==> src/rtl/add_serial2_pkg.sv <==
// Shared types and sizing helpers for the 2-bit-per-cycle serial adder.
// The counter width is derived from the operand width.
package add_serial2_pkg;

    typedef enum logic [1:0] {
        IDLE,
        RUN,
        DONE
    } state_t;

    localparam int DEFAULT_WIDTH = 32;
    localparam int CNT_W = $clog2(DEFAULT_WIDTH / 2);

    // Digit counter width for an arbitrary WIDTH; never narrower than one bit.
    function automatic int cnt_width(input int width);
        return (width / 2 > 1) ? $clog2(width / 2) : 1;
    endfunction

endpackage

==> src/rtl/add_serial2_cla2_cell.sv <==
// Two-bit carry-lookahead adder cell; purely combinational.
module cla2_cell (
    input  logic [1:0] a,
    input  logic [1:0] b,
    input  logic       c,
    output logic [1:0] s,
    output logic       c_out
);

    logic [1:0] p;
    logic [1:0] g;
    logic       c1;

    assign p     = a ^ b;
    assign g     = a & b;
    assign c1    = g[0] | (c & p[0]);
    assign c_out = g[1] | (g[0] & p[1]) | (c & p[0] & p[1]);
    assign s     = {p[1] ^ c1, p[0] ^ c};

endmodule

==> src/rtl/add_serial2.sv <==
// Multi-cycle adder/subtractor: feeds two operand bits per cycle through one
// cla2_cell and collects the sum digits, with valid/ready on both sides.
module add_serial2
    import add_serial2_pkg::*;
#(
    parameter int WIDTH = 32
) (
    input  logic             i_clk,
    input  logic             i_reset,
    input  logic             i_valid,
    output logic             o_ready,
    input  logic [WIDTH-1:0] i_a,
    input  logic [WIDTH-1:0] i_b,
    input  logic             i_sub,
    output logic             o_valid,
    input  logic             i_ready,
    output logic [WIDTH-1:0] o_sum,
    output logic             o_cout,
    output logic             o_ovf
);

    localparam int             CNT_LEN = cnt_width(WIDTH);
    localparam logic [CNT_LEN-1:0] LAST_DIGIT = CNT_LEN'(WIDTH / 2 - 1);

    state_t             state;
    state_t             state_next;
    logic [WIDTH-1:0]   a_sh;
    logic [WIDTH-1:0]   b_sh;
    logic [WIDTH-1:0]   sum_sh;
    logic               carry;
    logic [CNT_LEN-1:0] cnt;
    logic               a_msb;
    logic               b_msb;
    logic [1:0]         cell_s;
    logic               cell_c;

    cla2_cell u_cell (
        .a     (a_sh[1:0]),
        .b     (b_sh[1:0]),
        .c     (carry),
        .s     (cell_s),
        .c_out (cell_c)
    );

    always_ff @(posedge i_clk) begin
        if (i_reset) begin
            state <= IDLE;
        end else begin
            state <= state_next;
        end
    end

    always_comb begin
        state_next = state;
        o_ready    = 1'b0;
        o_valid    = 1'b0;
        case (state)
            IDLE: begin
                o_ready = 1'b1;
                if (i_valid) begin
                    state_next = RUN;
                end
            end
            RUN: begin
                if (cnt == LAST_DIGIT) begin
                    state_next = DONE;
                end
            end
            DONE: begin
                o_valid = 1'b1;
                if (i_ready) begin
                    state_next = IDLE;
                end
            end
            default: state_next = IDLE;
        endcase
    end

    // Subtraction is folded in at capture time: B is inverted once and the
    // carry chain starts at 1, so the RUN loop is identical for both ops.
    always_ff @(posedge i_clk) begin
        if (i_reset) begin
            a_sh   <= '0;
            b_sh   <= '0;
            sum_sh <= '0;
            carry  <= 1'b0;
            cnt    <= '0;
            a_msb  <= 1'b0;
            b_msb  <= 1'b0;
        end else begin
            case (state)
                IDLE: begin
                    if (i_valid) begin
                        a_sh  <= i_a;
                        b_sh  <= i_b ^ {WIDTH{i_sub}};
                        carry <= i_sub;
                        cnt   <= '0;
                        a_msb <= i_a[WIDTH-1];
                        b_msb <= i_b[WIDTH-1] ^ i_sub;
                    end
                end
                RUN: begin
                    a_sh   <= a_sh >> 2;
                    b_sh   <= b_sh >> 2;
                    sum_sh <= {cell_s, sum_sh[WIDTH-1:2]};
                    carry  <= cell_c;
                    cnt    <= cnt + 1'b1;
                end
                default: begin
                end
            endcase
        end
    end

    // Carry into the MSB is recovered from the MSB sum bit, then compared
    // with the carry out of the MSB to flag signed overflow.
    assign o_sum  = sum_sh;
    assign o_cout = carry;
    assign o_ovf  = a_msb ^ b_msb ^ sum_sh[WIDTH-1] ^ carry;

endmodule

==> config.mk <==
export PLATFORM = sky130hd
export DESIGN_NAME = add_serial2
export DESIGN_NICKNAME = d
export VERILOG_FILES = /design/src/rtl/add_serial2_pkg.sv /design/src/rtl/add_serial2_cla2_cell.sv /design/src/rtl/add_serial2.sv
export SDC_FILE = /design/constraint.sdc
export NUM_CORES = 1
export LEC_CHECK = 0
export CAP_MARGIN = 10
export CORE_MARGIN = 2
export CORE_UTILIZATION = 25
export CTS_CLUSTER_SIZE = 24
export DETAILED_ROUTE_END_ITERATION = 8
export MAX_ROUTING_LAYER = met4
export SLEW_MARGIN = 20
export SYNTH_ARGS = -nofsm -noshare
export SYNTH_HDL_FRONTEND = slang
export SYNTH_SLANG_ARGS = --single-unit
==> constraint.sdc <==
create_clock -name i_clk -period 1.7 [get_ports i_clk]
set_input_delay 0.255 -clock i_clk [delete_from_list [all_inputs] [get_ports i_clk]]
set_output_delay 0.255 -clock i_clk [all_outputs]
set_load 0.02 [all_outputs]
==> out/results.tsv <==
stage	metric	value	unit
run_status	status	finished clean	
die	total number of placement rows	49	
yosys	most frequently used cell type in the post-synthesis netlist	dfxtp_1	
worst_setup_path	Critical Path Source Type	flop	
place	Final Wtd Congestion	0.736	
drt	count of vias placed by the detailed router	3751	
die	Core Area	18000	um^2
clock_tree	clock sink count	105	
global_route	met1 track utilization from global routing	14.9	%
yosys	count of unique library cells instantiated by Yosys	38	
yosys	cell count after synthesis	489	
drt	number of remaining DRC errors	0	
timing	fin crit share	95.7	%
die	IO Pins	105	
clock_tree	CTS tree	built	
global_route	global routing usage summed across all routing layers	12.0	%
yosys	Main synth FF type	dfxtp_1	
clock_tree	buffers from clock root to sink, at most	2	
timing	headroom to the max-slew limit	60.9	%
timing	Hold WS	0.188	ns
clock_tree	H-tree lvl count	3	
drt	ratio of routed vias to standard cells	4.61	
timing	final number of setup-violating endpoints	0	
power	share of power burned in the clock network	38.4	%
die	full die area	19500	um^2
place	DP HPWL	8030	um
global_route	largest net degree at the start of global routing	47	
worst_setup_path	nature of the critical path endpoint	output pin	
final_layout	Fill cells	1825	
timing	highest clock frequency the design can meet	615	MHz
power	reported leakage power	2.18	nW
yosys	largest cells by area after synthesis	dfxtp_1, mux2i_1, xnor2_1	
power	proportion of total power due to net switching	25.2	%
timing	setup clock skew after layout	0.00979	ns
power	total net switching power	1.50	mW
global_route	met3 track utilization from global routing	2.68	%
worst_setup_path	Arr. time, crit path	1.37	ns
yosys	cell area after synthesis	4590	um^2
clock_tree	clock edge transition at the registers on the reported setup and hold paths	0.07	ns
clock_tree	TritonCTS buffer count	9	
drt	iteration count of the initial detailed-routing pass	4	
final_layout	post-route insts no fill	814	
global_route	number of antenna violations at the first check in global routing	0	
yosys	most frequent cells after synthesis	dfxtp_1, nand2_1, a21oi_1, nor2_1, xnor2_1	
worst_setup_path	largest fanout on the critical path	2	
power	Seq pwr share	45.7	%
drt	Wirelength per Cell	13.8	um
power	worst voltage drop across the vdd grid	0.498	mV
timing	final number of max-transition violations	0	
drt	First DRT Iteration DRCs	155	
min_path	worst min-delay path class	primary input to flop	
yosys	portion of synthesized cell area occupied by the leading cell type	45.8	%
yosys	part of the Yosys area used for sequential elements	45.8	%
power	pwr dens	953	nW/um^2
yosys	cell accounting for the most synthesized area	dfxtp_1	
die	die height	140	um
worst_setup_path	Crit Path Class	flop to output pin	
yosys	Syn Nets	563	
final_layout	share of layout cells above drive strength 1	10.9	%
timing	final-report hold violation count	0	
timing	unrepaired setup endpoints after global routing	no	
yosys	Yosys reg bits	105	
flow_run	count of max-cap constraint violations	0	
yosys	YS warnings	0	
place	# port buffers	104	
timing	Final min period	1.63	ns
final_layout	Antenna Cells	0	
drt	sum of routed wire length over all layers	11200	um
global_route	via count of the first global-routing pass	3706	
yosys	number of enable flip-flop cells after synthesis	0	
power	cell-internal power	4.44	mW
global_route	grt total ovfl	0	
global_route	most congested layer reported by global routing	met2	
clock_tree	clock latency on the worst-skew pair	0.35	ns
place	Placed Instances	798	
yosys	post-synthesis async set-or-reset flop share	0	%
global_route	wire length of the first global-routing pass	18500	um
timing	Tightest Pin Transition	0.587	ns
power	total chip power	5.93	mW
power	share of total power in combinational logic	16.0	%
clock_tree	count of buffers added by post-CTS timing repair for setup	0	
die	horizontal die dimension	140	um
die	initial core utilization	25.6	%
clock_tree	CTS root buffer	clkbuf_16	
final_layout	Area Overhead vs Synth	35.6	%
drt	remaining number of nets flagged by the antenna check after routing	0	
final_layout	final net count	654	
global_route	GR Util met2	19.0	%
timing	Post-Route Setup TNS	0	ns
yosys	per-instance average area after synthesis	9.39	um^2
worst_setup_path	required time of the critical path	1.44	ns
## worst paths after layout
path         endpoint  slack (ns)  cells after the start      from
max             o_ovf        0.07                      3    o_cout
min          b_sh[25]        0.19                      2   i_reset
max reg2reg  b_sh[23]        0.19                      5  state[1]
min reg2reg  o_sum[1]        0.46                      2  o_sum[1]
## metal layers
layer,vias up,wire [um]
li1,1900,-
met1,1748,5190
met2,85,5200
met3,18,590
met4,0,267
met5,-,0
## worst max-delay path, stage by stage (launching register included)
cell and delay (ns):
dfxtp_1 0.36, xor2_1 0.17, xnor2_1 0.14, clkdlybuf4s15_1 0.35
## cell usage in the layout (no fill, tap or decap), types with 2 or more instances in the layout
master,n
xnor2_1,33
ha_1,4
clkbuf_16,9
xor2_1,3
nand3_1,6
o22ai_1,8
o22ai_2,20
dfxtp_1,104
a22oi_1,29
inv_1,4
buf_12,5
nor3_1,2
a21oi_1,40
nor2_1,40
nand2_1,70
mux2i_1,31
a211oi_1,31
buf_4,17
clkdlybuf4s50_1,97
a221o_1,2
dlygate4sd2_1,4
inv_6,2
bufinv_16,2
## stage by stage
stage	setup WS, ns	cell area, um^2	utilization (%)
2_1_floorplan	0.322	4590	-
3_3_place_gp	-0.00586	5900	32.9
3_5_place_dp	-0.0570	5900	32.9
4_1_cts	0.00459	6220	34.7
5_1_grt	0.00735	6230	34.7
6_report	0.0730	6230	34.7
## what timing repair did
| item | CTS | global route |
|---|---|---|
| setup endpoints to repair | 5 | 1 |
| resized for setup | 5 | 1 |
| hold buffers | 0 | 0 |
| endpoints found under the hold margin | 0 | 0 |
## state kept, by name, summed over array words and instances (netlist names)
| name | cells |
|---|---|
| cnt | 4 |
| o_cout | 1 |
| o_sum | 32 |
| a_sh | 32 |
| a_msb | 1 |
| b_msb | 1 |
| state | 2 |
| b_sh | 32 |
## layout make-up
type / instances / area (um^2) / share of cell area (%)
flip-flops and latches: 105 / 2100 / 33.8
repair buffers: 125 / 1250 / 20.1
clock inverters: 5 / 85.1 / 1.37
inverters: 4 / 15.0 / 0.241
multi-input cells: 335 / 2240 / 36.1
clock buffers: 11 / 243 / 3.90
well taps: 229 / 287 / 4.60
## power groups by stage
stage	registers, mW	clock network (mW)	logic [mW]
after floorplan	2.75	0	0.596
after global placement	2.76	0	0.945
after detailed placement	2.77	0	0.965
after CTS	2.71	2.38	0.958
after global routing	2.73	2.46	1.04
final	2.71	2.28	0.947
## logic make-up after synthesis
kind of cell / share of synthesized area (%)
AO/OA/AOI/OAI: 22.4
AND/OR/NAND/NOR: 11.3
flip-flops: 45.8
buffers and inverters: 5.42
XOR/XNOR: 6.87
multiplexers: 6.76
adder cells (fa/ha/maj): 1.53
Power figures use the tool's default switching activity.
